[src/rtl/lc4_fetch_pkg.sv]
// -----------------------------------------------------------------------------
// lc4_fetch_pkg
//   Shared definitions for the LC4 instruction fetch unit: PC width, the
//   default reset PC, the fetch FSM state encoding, the {pc, insn} buffer
//   entry type and a small PC increment helper.
//   No ports (package).
// -----------------------------------------------------------------------------
package lc4_fetch_pkg;

  localparam int PC_W = 16;

  localparam logic [PC_W-1:0] RESET_PC_DEFAULT = 16'h8200;

  typedef enum logic [1:0] {
    ST_IDLE  = 2'd0,
    ST_FETCH = 2'd1,
    ST_HOLD  = 2'd2,
    ST_DRAIN = 2'd3
  } fetch_state_e;

  typedef struct packed {
    logic [PC_W-1:0] pc;
    logic [PC_W-1:0] insn;
  } fetch_entry_t;

  // Sequential PC; natural 16-bit overflow gives the FFFF -> 0000 wrap.
  function automatic logic [PC_W-1:0] pc_next(input logic [PC_W-1:0] pc);
    return pc + 16'd1;
  endfunction

endpackage

[src/rtl/lc4_fetch_buf.sv]
// -----------------------------------------------------------------------------
// lc4_fetch_buf
//   Small {pc, insn} FIFO sitting between instruction memory and the decoder.
//   Flush has priority over push and pop and returns the FIFO to its reset
//   state (count and both pointers zero).
//
//   Ports
//     i_clk, i_rst_n   clock, asynchronous active-low reset
//     i_push           write i_push_entry at the tail
//     i_push_entry     {pc, insn} to write
//     i_pop            retire the head entry
//     i_flush          discard all contents
//     o_count          number of valid entries
//     o_valid          head holds an entry
//     o_head           head entry; all zero when o_valid = 0
// -----------------------------------------------------------------------------
module lc4_fetch_buf
  import lc4_fetch_pkg::*;
#(
  parameter  int DEPTH = 2,
  localparam int PTR_W = (DEPTH > 1) ? $clog2(DEPTH) : 1,
  localparam int CNT_W = $clog2(DEPTH + 1)
) (
  input  logic             i_clk,
  input  logic             i_rst_n,
  input  logic             i_push,
  input  fetch_entry_t     i_push_entry,
  input  logic             i_pop,
  input  logic             i_flush,
  output logic [CNT_W-1:0] o_count,
  output logic             o_valid,
  output fetch_entry_t     o_head
);

  // Storage needs no reset: the head is masked to zero whenever it is empty.
  fetch_entry_t     entry_mem [DEPTH];

  logic [PTR_W-1:0] wr_ptr_q, wr_ptr_d;
  logic [PTR_W-1:0] rd_ptr_q, rd_ptr_d;
  logic [CNT_W-1:0] count_q,  count_d;

  logic pop_ok;
  logic push_ok;

  // A push into a full FIFO is only accepted when the same cycle pops.
  assign pop_ok  = i_pop & (count_q != '0);
  assign push_ok = i_push & ((count_q < CNT_W'(DEPTH)) | pop_ok);

  // Pointers rely on power-of-two wrap; DEPTH is 2 in practice.
  always_comb begin
    wr_ptr_d = wr_ptr_q;
    rd_ptr_d = rd_ptr_q;
    count_d  = count_q;
    if (i_flush) begin
      wr_ptr_d = '0;
      rd_ptr_d = '0;
      count_d  = '0;
    end else begin
      if (push_ok) wr_ptr_d = wr_ptr_q + 1'b1;
      if (pop_ok)  rd_ptr_d = rd_ptr_q + 1'b1;
      count_d = count_q + CNT_W'(push_ok) - CNT_W'(pop_ok);
    end
  end

  always_ff @(posedge i_clk or negedge i_rst_n) begin
    if (!i_rst_n) begin
      wr_ptr_q <= '0;
      rd_ptr_q <= '0;
      count_q  <= '0;
    end else begin
      wr_ptr_q <= wr_ptr_d;
      rd_ptr_q <= rd_ptr_d;
      count_q  <= count_d;
    end
  end

  always_ff @(posedge i_clk) begin
    if (push_ok && !i_flush) begin
      entry_mem[wr_ptr_q] <= i_push_entry;
    end
  end

  assign o_count = count_q;
  assign o_valid = (count_q != '0);
  assign o_head  = o_valid ? entry_mem[rd_ptr_q] : '0;

endmodule

[src/rtl/lc4_fetch.sv]
// -----------------------------------------------------------------------------
// lc4_fetch
//   LC4 instruction fetch unit. Issues one instruction-memory read at a time,
//   buffers returned words with their PC in a 2-entry FIFO, and handles
//   control-flow redirects, including redirects that arrive while a read is
//   still outstanding (the late data is drained and dropped).
//
//   Ports
//     i_clk, i_rst_n        clock, asynchronous active-low reset
//     o_imem_req            read request (held until i_imem_ack)
//     o_imem_addr           read address, valid while o_imem_req = 1
//     i_imem_ack            single-cycle read completion
//     i_imem_data           read data, valid with i_imem_ack
//     o_insn_valid          buffer head holds an instruction
//     o_insn, o_pc          head instruction and its PC (0 when not valid)
//     i_insn_ready          consumer takes the head this cycle
//     i_redirect            control-flow change; flushes the buffer
//     i_redirect_pc         new fetch PC, sampled with i_redirect
// -----------------------------------------------------------------------------
module lc4_fetch
  import lc4_fetch_pkg::*;
#(
  parameter logic [PC_W-1:0] RESET_PC  = RESET_PC_DEFAULT,
  parameter int              BUF_DEPTH = 2
) (
  input  logic            i_clk,
  input  logic            i_rst_n,
  output logic            o_imem_req,
  output logic [PC_W-1:0] o_imem_addr,
  input  logic            i_imem_ack,
  input  logic [PC_W-1:0] i_imem_data,
  output logic            o_insn_valid,
  output logic [PC_W-1:0] o_insn,
  output logic [PC_W-1:0] o_pc,
  input  logic            i_insn_ready,
  input  logic            i_redirect,
  input  logic [PC_W-1:0] i_redirect_pc
);

  localparam int CNT_W = $clog2(BUF_DEPTH + 1);

  fetch_state_e    state_q,      state_d;
  logic [PC_W-1:0] fetch_pc_q,   fetch_pc_d;
  // Address of the read still in flight while draining after a redirect;
  // fetch_pc already holds the redirect target by then.
  logic [PC_W-1:0] drain_addr_q, drain_addr_d;

  logic             buf_push;
  logic             buf_pop;
  logic             buf_valid;
  logic [CNT_W-1:0] buf_count;
  fetch_entry_t     buf_head;
  fetch_entry_t     push_entry;
  logic [CNT_W:0]   occ_after_ack;

  // A redirect discards the pop along with the buffer contents.
  assign buf_pop    = buf_valid & i_insn_ready & ~i_redirect;
  assign push_entry = {fetch_pc_q, i_imem_data};

  assign occ_after_ack = (CNT_W + 1)'(buf_count) + (CNT_W + 1)'(1)
                         - (CNT_W + 1)'(buf_pop);

  always_comb begin
    state_d      = state_q;
    fetch_pc_d   = fetch_pc_q;
    drain_addr_d = drain_addr_q;
    buf_push     = 1'b0;

    unique case (state_q)
      ST_IDLE: begin
        state_d = ST_FETCH;
        if (i_redirect) fetch_pc_d = i_redirect_pc;
      end

      ST_FETCH: begin
        if (i_redirect) begin
          fetch_pc_d = i_redirect_pc;
          if (i_imem_ack) begin
            state_d = ST_FETCH;
          end else begin
            // Read still outstanding: keep presenting it until it returns.
            drain_addr_d = fetch_pc_q;
            state_d      = ST_DRAIN;
          end
        end else if (i_imem_ack) begin
          buf_push   = 1'b1;
          fetch_pc_d = pc_next(fetch_pc_q);
          state_d    = (occ_after_ack > (CNT_W + 1)'(BUF_DEPTH - 1)) ? ST_HOLD
                                                                      : ST_FETCH;
        end
      end

      ST_HOLD: begin
        if (i_redirect) begin
          fetch_pc_d = i_redirect_pc;
          state_d    = ST_FETCH;
        end else if (buf_pop) begin
          state_d = ST_FETCH;
        end
      end

      ST_DRAIN: begin
        if (i_redirect) fetch_pc_d = i_redirect_pc;
        if (i_imem_ack) state_d = ST_FETCH;
      end

      default: state_d = ST_IDLE;
    endcase
  end

  always_ff @(posedge i_clk or negedge i_rst_n) begin
    if (!i_rst_n) begin
      state_q      <= ST_IDLE;
      fetch_pc_q   <= RESET_PC;
      drain_addr_q <= '0;
    end else begin
      state_q      <= state_d;
      fetch_pc_q   <= fetch_pc_d;
      drain_addr_q <= drain_addr_d;
    end
  end

  // Request outputs are decoded from state only, so reset drops them at once.
  assign o_imem_req = (state_q == ST_FETCH) || (state_q == ST_DRAIN);

  always_comb begin
    o_imem_addr = '0;
    if (state_q == ST_FETCH)      o_imem_addr = fetch_pc_q;
    else if (state_q == ST_DRAIN) o_imem_addr = drain_addr_q;
  end

  lc4_fetch_buf #(
    .DEPTH(BUF_DEPTH)
  ) u_buf (
    .i_clk        (i_clk),
    .i_rst_n      (i_rst_n),
    .i_push       (buf_push),
    .i_push_entry (push_entry),
    .i_pop        (buf_pop),
    .i_flush      (i_redirect),
    .o_count      (buf_count),
    .o_valid      (buf_valid),
    .o_head       (buf_head)
  );

  assign o_insn_valid = buf_valid;
  assign o_insn       = buf_head.insn;
  assign o_pc         = buf_head.pc;

endmodule

[config.mk]
export PLATFORM = sky130hd
export DESIGN_NAME = lc4_fetch
export DESIGN_NICKNAME = d
export VERILOG_FILES = /design/src/rtl/lc4_fetch_pkg.sv /design/src/rtl/lc4_fetch_buf.sv /design/src/rtl/lc4_fetch.sv
export SDC_FILE = /design/constraint.sdc
export NUM_CORES = 1
export LEC_CHECK = 0
export CORE_MARGIN = 5
export CORE_UTILIZATION = 52
export CTS_CLUSTER_DIAMETER = 200
export DETAILED_ROUTE_END_ITERATION = 8
export GPL_TIMING_DRIVEN = 0
export HOLD_SLACK_MARGIN = 0.1
export PLACE_DENSITY = 0.76
export SLEW_MARGIN = 20
export SYNTH_ARGS = -nofsm -noshare
export SYNTH_HDL_FRONTEND = slang
export SYNTH_SLANG_ARGS = --single-unit
[constraint.sdc]
create_clock -name i_clk -period 5.28 [get_ports i_clk]
set_clock_uncertainty 0.2 [all_clocks]
set_input_delay 1.056 -clock i_clk [delete_from_list [all_inputs] [get_ports i_clk]]
set_output_delay 1.056 -clock i_clk [all_outputs]
set_load 0.02 [all_outputs]
# Word-level counts from Yosys, hierarchy flattened

Memory sizes are Yosys's and may differ from the RTL's.
Cells that the tools add are included.

Order comparisons: 2
Equal/unequal tests: 7
Reduce and logical (&&, ||, !) cells: 11
Add/subtract/negate cells: 7
Bitwise operators: 7
Mux-type cells: 25

Operators by type and width:

| cell                                                                            | count |
|---|---|
| 16-bit two-way mux                                                              | 5 |
| 32-bit two-way mux                                                              | 1 |
| 16-bit one-hot mux with 2 select lines                                          | 1 |
| 16-bit by 1-bit adder with 16-bit output, second input constant                 | 1 |
| 2-bit two-way mux                                                               | 8 |
| 1-bit two-way mux                                                               | 9 |
| 2-bit one-hot mux with 4 select lines                                           | 1 |
| 3-bit inequality test, second input constant                                    | 2 |
| 3-bit AND reduction                                                             | 2 |
| 2-bit nonzero test                                                              | 3 |
| 1-bit bitwise AND                                                               | 4 |
| 2-bit equality test, second input constant                                      | 2 |
| 2-bit by 1-bit adder with 3-bit output, second input constant                   | 1 |
| 3-bit by 1-bit greater-than comparator with 1-bit output, second input constant | 1 |
| 3-bit OR reduction                                                              | 1 |
| 3-bit by 1-bit subtractor with 3-bit output                                     | 1 |
| 1-bit adder, second input constant                                              | 2 |
| 2-bit by 1-bit adder with 2-bit output                                          | 1 |
| 2-bit by 1-bit equality test with 1-bit output, second input constant           | 1 |
| 2-bit zero test                                                                 | 1 |
| 2-bit less-than comparator, second input constant                               | 1 |
| 2-bit by 1-bit inequality test with 1-bit output, second input constant         | 1 |
| 2-bit inequality test, second input constant                                    | 1 |
| 1-bit NOT                                                                       | 2 |
| other kinds (6)                                                                 | 6 |

Word-level logic and storage cells: 66
Bits of input ports: 37
Memories kept: 1
Memory bits (writable): 64
Output and inout port bits: 50
Bits in registers: 38

Memories:

| name            | words | width | rd ports | clocked after memory_dff | wr ports | line                | text |
|---|---|---|---|---|---|---|---|
| u_buf.entry_mem | 2     | 32    | 1        | 0                        | 1        | lc4_fetch_buf.sv:36 | `fetch_entry_t entry_mem [DEPTH];` |

# Depth between registers and ports, before layout

Gate-level depths: netlist (run 1).

Depth after elaboration: 9
Depth in mapped cells: 8
Mapped depth without buffers: 7

# Cells and area by module

Synthesis (run 1) repeated with hierarchy kept, for this count alone.

Cells, all modules: 347
Area, all modules: 4,640.7 um^2

By module, submodules not included:

| module        | sequential area each (um^2) | area an instance (um^2) | cells each | instances |
|---|---|---|---|---|
| lc4_fetch_buf | 2,021.9                     | 2,663.8                 | 159        | 1 |
| lc4_fetch     | 853.3                       | 1,976.9                 | 188        | 1 |

# Worst setup path after synthesis (run 1)

OpenSTA, ideal clock, no wires.

Path type: in2reg
Start point: in i_redirect
End point: mem u_buf.entry_mem[0][0] (netlist name) (enable)
Stages: 3
Data required time: 4.579 ns
Setup slack: -0.033 ns
Setup time: 0.501 ns
Arrival time: 4.611 ns
Cell sequence: clkbuf_1 > clkbuf_1 > nor4_1

Word-level cells in the longest chain between the ends: 8
Elaborated cells on any way between the ends: 11

Ends and longest elaborated chain:

| what                                        | line                | text |
|---|---|---|
| start, declared                             | lc4_fetch.sv:36     | `input logic i_redirect,` |
| 1-bit NOT                                   | lc4_fetch.sv:57     | `assign buf_pop = buf_valid & i_insn_ready & ~i_redirect;` |
| 1-bit bitwise AND                           | lc4_fetch.sv:57     |  |
| 1-bit bitwise AND                           | lc4_fetch_buf.sv:46 | `assign pop_ok = i_pop & (count_q != '0);` |
| 1-bit bitwise OR                            | lc4_fetch_buf.sv:47 | `assign push_ok = i_push & ((count_q < CNT_W'(DEPTH)) \| pop_ok);` |
| 1-bit bitwise AND                           | lc4_fetch_buf.sv:47 |  |
| 1-bit logical AND (*)                       | lc4_fetch_buf.sv:78 | `if (push_ok && !i_flush) begin` |
| 1-bit two-way mux (*)                       | lc4_fetch_buf.sv:78 |  |
| 1-bit two-way mux (not written as such) (*) | lc4_fetch_buf.sv:79 | `entry_mem[wr_ptr_q] <= i_push_entry;` |
| end, declared                               | lc4_fetch_buf.sv:36 |  |

Every way passes the cells marked *; elsewhere a longest branch is shown, timed or not.

# Worst setup path in the final report (run 1)

Start point: reg u_buf.count_q[1] (netlist: u_buf.o_count[1])
End point: out o_pc[4]

Word-level cells in the longest chain between the ends: 2

Ends and longest elaborated chain:

| what                   | line                | text |
|---|---|---|
| start, declared        | lc4_fetch_buf.sv:40 | `logic [CNT_W-1:0] count_q, count_d;` |
| start signal, assigned | lc4_fetch_buf.sv:73 | `count_q <= count_d;` |
| 2-bit nonzero test     | lc4_fetch_buf.sv:84 | `assign o_valid = (count_q != '0);` |
| 32-bit two-way mux     | lc4_fetch_buf.sv:85 | `assign o_head = o_valid ? entry_mem[rd_ptr_q] : '0;` |
| end, declared          | lc4_fetch.sv:34     | `output logic [PC_W-1:0] o_pc,` |

Every way passes these cells.

==> results.sh, run 1 <==
export IMPL_critical_path_peak_fanout=10
export IMPL_run_status="finished, final reports clean"
export IMPL_grt_first_pass_wirelength_um=16200
export IMPL_synth_compound_area_share_pct=3.10
export IMPL_setup_violations_final=0
export IMPL_fraction_of_layout_instances_using_a_drive_strength_above_1_pct=10.2
export IMPL_average_wire_per_cell_in_the_routed_design_um=17.8
export IMPL_die_height_um=104
export IMPL_remaining_antenna_violation_count_after_routing=0
export IMPL_grt_antenna_before_repair=0
export IMPL_cp_end_kind="primary output"
export IMPL_numCtsBuffers=9
export IMPL_globalRouteOverflowTotal=0
export IMPL_ioPinCount=87
export IMPL_fin_crit_sh_pct=70.6
export IMPL_setup_repair_after_global_routing_missed_its_margin="no"
export IMPL_floorplan_core_area_um2=8640
export IMPL_synth_cell_area_um2=4560
export IMPL_yosys_register_bits=102
export IMPL_io_buffer_count=86
export IMPL_post_cts_resized_instances=0
export IMPL_synth_top_family_by_area="multiplexers"
export IMPL_synth_xor_area_share_pct=2.31
export IMPL_synth_yosys_seq_area_share_pct=63.1
export IMPL_postSynth_asyncResetShare_pct=37.3
export IMPL_slew_violations=0
export IMPL_groute_usage_overall_pct=18.9
export IMPL_area_of_combinational_cells_with_multiple_inputs_um2=1590
export IMPL_holdCritPathClass="flop to flop"
export IMPL_worst_ep_arrival_time_ns=2.47
export IMPL_synth_top_area_cell="edfxtp_1"
export IMPL_fraction_of_post_synthesis_cell_area_in_the_top_cell_type_by_area_pct=42.2
export IMPL_crit_path_frequent_cell="nor2_1"
export IMPL_peak_per_stage_delay_on_the_critical_path_ns=0.56
export IMPL_detailedPlacementHpwl_um=7270
export IMPL_critical_path_required_ns=4.02
export IMPL_cts_hold_buf=0
export IMPL_worst_hold_slack_ns=0.273
export IMPL_drv_max_cap_violation_count=0
export IMPL_worst_slew_pin_slew_ns=0.705
export IMPL_dpl_instance_area_um2=5640
export IMPL_post_synth_main_area_contributors="edfxtp_1 42%, dfrtp_1 20%, mux2i_1 11%, nor2_1 3.4%, nor2b_1 3.2%"
export IMPL_rows=34
export IMPL_number_of_global_route_vias_before_repair=3237
export IMPL_wl_um=9980
export IMPL_avgViaCountPerCell=5.49
export IMPL_tritoncts="built"
export IMPL_series_of_cell_instances_along_the_critical_path="nor2_1 -> clkbuf_1 -> nor2_1 -> clkdlybuf4s50_1"
export IMPL_critical_path_s_slowest_cell="clkdlybuf4s50_1"
export IMPL_pwr_density_cell_nw_per_um2=364
export IMPL_regArea_um2=2880
export IMPL_antennaDiodeCount=0
export IMPL_timing_max_slew_rel_slack_pct=52.8
export IMPL_vias=3078
export IMPL_finalPower_mw=2.12
export IMPL_critical_path_type="flop to primary output"
export IMPL_post_route_drc_count=0
export IMPL_gpl_final_weighted_congestion=0.835
export IMPL_detail_route_first_pass_iterations=4
export IMPL_area_growth_syn_to_layout_pct=28.0
export IMPL_avgSynthCellArea_um2=13.2
export IMPL_grt_max_degree=33
export IMPL_postSynthNetCount=386
export IMPL_effective_utilization_at_floorplan_pct=52.8
export IMPL_clk_transition_reported_paths_ns=0.09
export IMPL_p_leak_nw=2.10
export IMPL_chipWidth_um=104
export IMPL_numClockSinks=102
export IMPL_synth_cell_types=41
export IMPL_synthAdderAreaFrac_pct=0.823
export IMPL_clock_insertion_delay_worst_skew_ns=0.36
export IMPL_fin_crit_ns=3.73
export IMPL_synthSimpleGateAreaFrac_pct=13.0
export IMPL_synth_yosys_warnings=0
export IMPL_timing_limited_maximum_frequency_mhz=268
export IMPL_die_area_um2=10700
export IMPL_finalNetCount=488
export IMPL_synth_edff_count=64
export IMPL_clock_root_buffer="clkbuf_8"
export IMPL_cts_setup_buffers=0
export IMPL_syn_inst=346
export IMPL_vdd_drop_max_mv=0.179
export IMPL_number_of_endpoints_with_negative_hold_slack_in_the_final_report=0
export IMPL_worst_r2r_setup_slack_ns=2.83
export IMPL_layout_cell_area_non_filler_um2=5840
export IMPL_worstSetupStartpointType="flop"
export IMPL_ys_dominant_reg_cell="edfxtp_1"
export IMPL_synth_mux_area_fraction_pct=15.4
export IMPL_fill_cells=631
export IMPL_clock_tree_buffer_depth=2
export IMPL_cts_max_level=3
export IMPL_first_iter_violations=127
==> area by class of cell <==
class	instances	share of cell area (%)
Multi-Input combinational cell	219	27.3
Sequential cell	102	49.3
Clock inverter	4	0.943
Tap cell	108	2.32
Clock buffer	12	2.49
Buffer	19	1.46
Timing Repair Buffer	91	15.9
Inverter	6	0.386
==> cells in the mapped netlist (6+ instances only) <==
library cell	instances
mux2_2	6
nor2_1	41
mux2i_1	52
buf_2	8
mux2_1	10
xnor2_1	6
nand3_1	8
edfxtp_1	64
dfrtp_1	36
clkbuf_1	10
xor2_1	6
nor2b_1	23
o21ai_0	9
nand2_1	18
==> layer usage <==
layer  track usage [%]  routed length, um
met5                 0                  0
met4              8.06                196
met3              4.48                550
met2              31.3               5030
met1              23.6               4200
==> report_power, final <==
| part | internal (mW) | switching, mW | total [mW] |
|---|---|---|---|
| clock | 0.236 | 0.263 | 0.499 |
| combinational | 0.296 | 0.331 | 0.627 |
| sequential | 0.939 | 0.0581 | 0.997 |
| total | 1.47 | 0.652 | 2.12 |
==> kinds of logic (layout without fill, tap and decap cells) <==
kind of cell / Yosys count / in the layout
buffers and inverters: 25 / 132
flip-flops: 102 / 102
AO/OA/AOI/OAI: 23 / 23
adder cells (fa/ha/maj): 3 / 3
AND/OR/NAND/NOR: 113 / 113
multiplexers: 68 / 68
XOR/XNOR: 12 / 12
==> metrics by stage <==
stage / instances / setup slack, ns / setup TNS [ns] / util [%]
finish: 561 / 1.55 / 0 / 67.6
floorplan: 346 / 1.29 / 0 / -
global placement: 540 / -0.650 / -20.70 / 64.4
global route: 561 / 1.35 / 0 / 67.6
CTS: 561 / 1.49 / 0 / 67.6
detailed placement: 545 / 1.42 / 0 / 65.3
==> critical path: cells and delay by family (launching register included) <==
| kind | cells | cell delay (ns) |
|---|---|---|
| DFF | 1 | 0.44 |
| buffers and inverters | 2 | 1.01 |
| and+or+nand+nor | 2 | 0.66 |
==> state kept, by name, summed over array words and instances (netlist names) <==
register	flops
u_buf.entry_mem	64
drain_addr_q	16
fetch_pc_q	16
state_q	2
u_buf.o_count	2
u_buf.rd_ptr_q	1
u_buf.wr_ptr_q	1
==> worst paths after layout <==
kind                                             from                               end  cells after the start
setup / recovery           u_buf.o_count[1]$_DFF_PN0_                           o_pc[4]                      4
hold / removal              fetch_pc_q[2]$_DFFE_PN0P_  u_buf.entry_mem[0][18]$_DFFE_PP_                      0
setup reg to reg               state_q[0]$_DFFE_PN0P_   u_buf.entry_mem[0][6]$_DFFE_PP_                      6
hold reg to reg             fetch_pc_q[2]$_DFFE_PN0P_  u_buf.entry_mem[0][18]$_DFFE_PP_                      0
max in group asynchronous                     i_rst_n        fetch_pc_q[15]$_DFFE_PN1P_                      2
min in group asynchronous                     i_rst_n        u_buf.wr_ptr_q$_DFFE_PN0P_                      1
==> cells in the final DEF, fill, tap and decap left out, types with 3 or more instances in the layout <==
cell type | netlist | routed
clkdlybuf4s50_1 | 0 | 85
edfxtp_1 | 64 | 64
mux2i_1 | 52 | 52
nor2_1 | 41 | 41
dfrtp_1 | 36 | 36
nor2b_1 | 23 | 23
nand2_1 | 18 | 18
clkbuf_1 | 10 | 12
mux2_1 | 10 | 10
clkbuf_8 | 0 | 10
buf_2 | 8 | 9
o21ai_0 | 9 | 9
nand3_1 | 8 | 8
xor2_1 | 6 | 6
xnor2_1 | 6 | 6
mux2_2 | 6 | 6
inv_1 | 5 | 5
nor3_1 | 4 | 4
o21ai_1 | 3 | 3
nand4_1 | 3 | 3
o31ai_1 | 3 | 3
ha_1 | 3 | 3
Note: power is estimated with default switching activity, not from simulation.
==> run 2: changes to the inputs <==
==> constraint.sdc (replaced) <==
create_clock -name i_clk -period 3.8 [get_ports i_clk]
set_clock_uncertainty 0.2 [all_clocks]
set_input_delay 0.76 -clock i_clk [delete_from_list [all_inputs] [get_ports i_clk]]
set_output_delay 0.76 -clock i_clk [all_outputs]
set_load 0.02 [all_outputs]
==> results.sh, run 2 (synthesis results as in run 1) <==
export IMPL_run_status="finished, final reports clean"
export IMPL_chipWidth_um=104
export IMPL_pwr_density_cell_nw_per_um2=505
export IMPL_clock_insertion_delay_worst_skew_ns=0.36
export IMPL_clock_root_buffer="clkbuf_8"
export IMPL_sequentialPowerShare_pct=46.9
export IMPL_post_route_drc_count=0
export IMPL_worst_hold_slack_ns=0.273
export IMPL_clk_transition_reported_paths_ns=0.10
export IMPL_vdd_drop_max_mv=0.248
export IMPL_dpl_instance_area_um2=5640
export IMPL_worstSetupStartpointType="flop"
export IMPL_p_comb_share_pct=29.5
export IMPL_io_buffer_count=86
export IMPL_max_flop_register="u_buf.entry_mem"
export IMPL_fin_crit_sh_pct=90.6
export IMPL_floorplan_core_area_um2=8640
export IMPL_power_internal_mw=2.04
export IMPL_average_wire_per_cell_in_the_routed_design_um=17.7
export IMPL_antennaDiodeCount=0
export IMPL_gpl_final_weighted_congestion=0.835
export IMPL_cts_max_level=3
export IMPL_finalNetCount=489
export IMPL_worst_slew_pin_slew_ns=0.674
export IMPL_tritoncts="built"
export IMPL_swShare_pct=30.8
export IMPL_cp_top_family="buffers and inverters"
export IMPL_critical_path_s_slowest_cell="clkdlybuf4s50_1"
export IMPL_clock_tree_buffer_depth=2
export IMPL_largest_register_ffs=64
export IMPL_vias=3097
export IMPL_ioPinCount=87
export IMPL_grt_first_pass_wirelength_um=16200
export IMPL_number_of_endpoints_with_negative_hold_slack_in_the_final_report=0
export IMPL_cp_end_kind="primary output"
export IMPL_peak_per_stage_delay_on_the_critical_path_ns=0.56
export IMPL_avgViaCountPerCell=5.51
export IMPL_crit_path_frequent_cell="nor2_1"
export IMPL_slew_violations=0
export IMPL_drv_max_cap_violation_count=0
export IMPL_fraction_of_layout_instances_using_a_drive_strength_above_1_pct=10.1
export IMPL_groute_usage_overall_pct=18.9
export IMPL_timing_max_slew_rel_slack_pct=54.9
export IMPL_post_cts_resized_instances=0
export IMPL_setup_violations_final=0
export IMPL_layout_cell_area_non_filler_um2=5850
export IMPL_number_of_global_route_vias_before_repair=3241
export IMPL_effective_utilization_at_floorplan_pct=52.8
export IMPL_leading_registers_by_flop_count="u_buf.entry_mem (64), drain_addr_q (16), fetch_pc_q (16)"
export IMPL_numClockSinks=102
export IMPL_series_of_cell_instances_along_the_critical_path="nor2_1 -> clkbuf_1 -> nor2_1 -> clkdlybuf4s50_1"
export IMPL_fin_crit_ns=3.44
export IMPL_post_place_ws_ns=0.241
export IMPL_globalRouteOverflowTotal=0
export IMPL_rows=34
export IMPL_die_height_um=104
export IMPL_remaining_antenna_violation_count_after_routing=0
export IMPL_wl_um=9970
export IMPL_grt_antenna_before_repair=0
export IMPL_timing_limited_maximum_frequency_mhz=290
export IMPL_p_leak_nw=2.11
export IMPL_numCtsBuffers=9
export IMPL_grt_max_degree=33
export IMPL_first_iter_violations=127
export IMPL_setup_repair_after_global_routing_missed_its_margin="no"
export IMPL_detailedPlacementHpwl_um=7270
export IMPL_critical_path_peak_fanout=10
export IMPL_layout_common_cells="85 x clkdlybuf4s50_1, 64 x edfxtp_1, 52 x mux2i_1"
export IMPL_mostFrequentLayoutCell="clkdlybuf4s50_1"
export IMPL_timing_final_ws_setup_ns=0.356
export IMPL_cp_buffers_inverters=2
export IMPL_worst_ep_arrival_time_ns=2.48
export IMPL_critical_path_required_ns=2.84
export IMPL_critical_path_type="flop to primary output"
export IMPL_holdCritPathClass="flop to flop"
export IMPL_detail_route_first_pass_iterations=4
export IMPL_die_area_um2=10700
export IMPL_area_growth_syn_to_layout_pct=28.2
export IMPL_clkPwrFrac_pct=23.6
export IMPL_power_switching_uw=909
[run 2: cell types whose count changed in the layout (fill, tap and decap cells not counted)]
cell and change:
dlygate4sd3_1 +1
[run 2: worst reg2reg max path, stage by stage, from the launching register on]
cell	delay [ns]
dfrtp_1	0.38
buf_2	0.23
nand3b_1	0.13
buf_2	0.23
nor4_4	0.52
buf_4	0.30
buf_6	0.18
[run 2: per-layer routing]
layer,up-vias,share of wire [%],track usage [%]
li1,1445,-,-
met1,1529,43,23.7
met2,106,50,31.3
met3,17,5.2,4.48
met4,0,2.0,8.06
met5,-,0,0
[run 2: stage by stage]
| stage | total power, mW | util [%] | TNS (ns) | std cells |
|---|---|---|---|---|
| after floorplan | 1.88 | - | 0 | 346 |
| after global placement | 2.25 | 64.4 | -59.12 | 540 |
| after detailed placement | 2.29 | 65.3 | 0 | 545 |
| after CTS | 2.97 | 67.7 | 0 | 562 |
| after global routing | 3.09 | 67.7 | 0 | 562 |
| final | 2.95 | 67.7 | 0 | 562 |
[run 2: area by class of cell]
class / instances / area [um^2]
clock buffer: 12 / 145
tap: 108 / 135
inverter: 6 / 22.5
buffer: 19 / 85.1
sequential: 102 / 2880
fill: 630 / 2790
timing repair buffer: 92 / 936
multi-input combinational: 219 / 1590
clock inverter: 4 / 55.1
[run 2: final timing paths]
kind,startpoint,endpoint,slack [ns],cells past startpoint
worst max-delay path,u_buf.o_count[1]$_DFF_PN0_,o_pc[4],0.36,4
min in group asynchronous,i_rst_n,drain_addr_q[13]$_DFFE_PN0P_,0.58,2
worst min register to register,fetch_pc_q[2]$_DFFE_PN0P_,u_buf.entry_mem[1][18]$_DFFE_PP_,0.27,0
max in group asynchronous,i_rst_n,fetch_pc_q[15]$_DFFE_PN1P_,2.33,3
worst max register to register,state_q[0]$_DFFE_PN0P_,u_buf.entry_mem[0][6]$_DFFE_PP_,1.34,6
worst min-delay path,fetch_pc_q[2]$_DFFE_PN0P_,u_buf.entry_mem[1][18]$_DFFE_PP_,0.27,0
[run 2: power groups by stage]
| stage | sequential, mW | combinational [mW] | clock (mW) |
|---|---|---|---|
| 2_1_floorplan | 1.38 | 0.500 | 0 |
| 3_3_place_gp | 1.40 | 0.851 | 0 |
| 3_5_place_dp | 1.41 | 0.880 | 0 |
| 4_1_cts | 1.38 | 0.885 | 0.697 |
| 5_1_grt | 1.40 | 0.940 | 0.751 |
| 6_report | 1.38 | 0.871 | 0.697 |
[run 2: repair_timing]
action	in CTS	in global routing
endpoints found under the hold margin	6	0
hold buffers	1	0
setup buffers	0	0
==> run 3: changes to the inputs <==
--- a/config.mk
+++ b/config.mk
@@ -6,12 +6,12 @@
 export NUM_CORES = 1
 export LEC_CHECK = 0
 export CORE_MARGIN = 5
-export CORE_UTILIZATION = 52
+export CORE_UTILIZATION = 55
 export CTS_CLUSTER_DIAMETER = 200
 export DETAILED_ROUTE_END_ITERATION = 8
 export GPL_TIMING_DRIVEN = 0
 export HOLD_SLACK_MARGIN = 0.1
-export PLACE_DENSITY = 0.76
+export PLACE_DENSITY = 0.8
 export SLEW_MARGIN = 20
 export SYNTH_ARGS = -nofsm -noshare
 export SYNTH_HDL_FRONTEND = slang
==> constraint.sdc (replaced) <==
create_clock -name i_clk -period 4.36 [get_ports i_clk]
set_clock_uncertainty 0.2 [all_clocks]
set_input_delay 0.872 -clock i_clk [delete_from_list [all_inputs] [get_ports i_clk]]
set_output_delay 0.872 -clock i_clk [all_outputs]
set_load 0.02 [all_outputs]
==> results.sh, run 3 (synthesis results as in run 1) <==
export IMPL_number_of_endpoints_with_negative_hold_slack_in_the_final_report=0
export IMPL_fin_crit_ns=3.58
export IMPL_r2r_start="state_q[0]$_DFFE_PN0P_"
export IMPL_clock_root_buffer="clkbuf_8"
export IMPL_cts_max_level=3
export IMPL_setup_worst_path_start="u_buf.o_count[1]$_DFF_PN0_"
export IMPL_setup_violations_final=0
export IMPL_wl_um=9610
export IMPL_drv_max_cap_violation_count=0
export IMPL_swShare_pct=31.3
export IMPL_clk_transition_reported_paths_ns=0.10
export IMPL_reg2regPathDepth=7
export IMPL_post_route_drc_count=0
export IMPL_p_comb_share_pct=29.3
export IMPL_cp_end_kind="primary output"
export IMPL_holdCritPathClass="input pin to asynchronous set/reset pin"
export IMPL_finalNetCount=488
export IMPL_clock_insertion_delay_worst_skew_ns=0.36
export IMPL_regArea_um2=2880
export IMPL_stdcell_count=558
export IMPL_dpl_instance_area_um2=5630
export IMPL_max_flop_register="u_buf.entry_mem"
export IMPL_die_height_um=101
export IMPL_slew_violations=0
export IMPL_worstReg2RegEnd="u_buf.entry_mem[0][18]$_DFFE_PP_"
export IMPL_layout_cell_area_non_filler_um2=5830
export IMPL_rows=33
export IMPL_area_of_combinational_cells_with_multiple_inputs_um2=1590
export IMPL_run_status="finished, final reports clean"
export IMPL_post_place_ws_ns=0.608
export IMPL_groute_usage_overall_pct=20.4
export IMPL_cts_hold_buf=0
export IMPL_avgViaCountPerCell=5.35
export IMPL_tritoncts="built"
export IMPL_grt_first_pass_wirelength_um=15700
export IMPL_largest_register_ffs=64
export IMPL_die_area_um2=10200
export IMPL_remaining_antenna_violation_count_after_routing=0
export IMPL_setup_repair_after_global_routing_missed_its_margin="no"
export IMPL_sequentialPowerShare_pct=46.9
export IMPL_power_internal_mw=1.77
export IMPL_post_cts_resized_instances=0
export IMPL_power_switching_uw=805
export IMPL_worst_r2r_setup_slack_ns=1.86
export IMPL_worst_hold_slack_ns=0.146
export IMPL_critical_path_type="flop to primary output"
export IMPL_grt_max_degree=32
export IMPL_globalRouteOverflowTotal=0
export IMPL_mostFrequentLayoutCell="clkdlybuf4s50_1"
export IMPL_number_of_global_route_vias_before_repair=2993
export IMPL_fraction_of_layout_instances_using_a_drive_strength_above_1_pct=10.4
export IMPL_clkPwrFrac_pct=23.8
export IMPL_vdd_drop_max_mv=0.239
export IMPL_fill_cells=537
export IMPL_fin_crit_sh_pct=82.0
export IMPL_clock_tree_buffer_depth=2
export IMPL_antennaDiodeCount=0
export IMPL_area_growth_syn_to_layout_pct=27.9
export IMPL_pwr_density_cell_nw_per_um2=441
export IMPL_numClockSinks=102
export IMPL_worst_slew_pin_slew_ns=0.662
export IMPL_timing_max_slew_rel_slack_pct=55.7
export IMPL_io_buffer_count=86
export IMPL_effective_utilization_at_floorplan_pct=56.1
export IMPL_timing_final_ws_setup_ns=0.783
export IMPL_layout_common_cells="85 x clkdlybuf4s50_1, 64 x edfxtp_1, 52 x mux2i_1"
export IMPL_gpl_final_weighted_congestion=0.840
export IMPL_worst_ep_arrival_time_ns=2.50
export IMPL_p_leak_nw=2.11
export IMPL_grt_antenna_before_repair=0
export IMPL_leading_registers_by_flop_count="u_buf.entry_mem (64), drain_addr_q (16), fetch_pc_q (16)"
export IMPL_detailedPlacementHpwl_um=7080
export IMPL_dp_cells=542
export IMPL_worstSetupStartpointType="flop"
export IMPL_first_iter_violations=118
export IMPL_critical_path_peak_fanout=10
export IMPL_floorplan_core_area_um2=8130
export IMPL_vias=2988
export IMPL_average_wire_per_cell_in_the_routed_design_um=17.2
export IMPL_ioPinCount=87
export IMPL_critical_path_required_ns=3.29
export IMPL_timing_limited_maximum_frequency_mhz=280
export IMPL_detail_route_first_pass_iterations=4
export IMPL_chipWidth_um=101
export IMPL_numCtsBuffers=9
export IMPL_cts_setup_buffers=0
-- run 3: cell count changes in the layout (fill, tap and decap cells not counted) --
| cell | before | now |
|---|---|---|
| clkbuf_1 | 12 | 10 |
| clkbuf_8 | 10 | 9 |
| clkinv_1 | 0 | 1 |
| clkinv_2 | 0 | 1 |
| clkinvlp_4 | 1 | 0 |
| dlygate4sd3_1 | 1 | 0 |
| inv_6 | 2 | 3 |
| inv_8 | 0 | 1 |
-- run 3: critical path: stages (launching register included) --
cell	delay (ns)
dfrtp_1	0.44
nor2_1	0.54
clkbuf_1	0.46
nor2_1	0.14
clkdlybuf4s50_1	0.56
-- run 3: worst max path at each step --
stage / to / slack (ns) / cells after the start
floorplan: u_buf.entry_mem[0][0]$_DFFE_PP_ / 0.56 / 3
global placement: u_buf.entry_mem[0][8]$_DFFE_PP_ / -1.37 / 4
detailed placement: u_buf.entry_mem[0][2]$_DFFE_PP_ / 0.61 / 7
CTS: o_pc[4] / 0.74 / 4
global route: o_pc[4] / 0.62 / 4
finish: o_pc[4] / 0.78 / 4
-- run 3: per-layer routing --
| layer | routed length (um) | GRT usage [%] | share of wire (%) | vias up |
|---|---|---|---|---|
| met1 | 4100 | 27.4 | 43 | 1447 |
| met3 | 583 | 4.98 | 6.1 | 12 |
| met4 | 105 | 5.73 | 1.1 | 0 |
| met5 | 0 | 0 | 0 | - |
| met2 | 4820 | 33.0 | 50 | 83 |
| li1 | - | - | - | 1446 |
-- run 3: per-stage QoR --
step | total power [mW] | setup TNS [ns] | utilization [%]
6_report | 2.57 | 0 | 71.7
5_1_grt | 2.70 | 0 | 71.7
4_1_cts | 2.59 | 0 | 71.7
3_5_place_dp | 1.99 | 0 | 69.3
3_3_place_gp | 1.96 | -43.68 | 68.3
2_1_floorplan | 1.64 | 0 | -
-- run 3: final cells by class --
class	count	area share (%)
Timing Repair Buffer	91	15.9
Clock buffer	9	2.12
Tap cell	105	2.25
Sequential cell	102	49.3
Multi-Input combinational cell	219	27.3
Clock inverter	7	1.31
Buffer	19	1.46
Inverter	6	0.386
-- run 3: power groups by stage --
stage | Clock (mW) | Combinational [mW] | Sequential (mW)
final | 0.612 | 0.754 | 1.21
after global routing | 0.663 | 0.817 | 1.22
after CTS | 0.615 | 0.766 | 1.21
after detailed placement | 0 | 0.763 | 1.23
after global placement | 0 | 0.740 | 1.22
after floorplan | 0 | 0.435 | 1.21
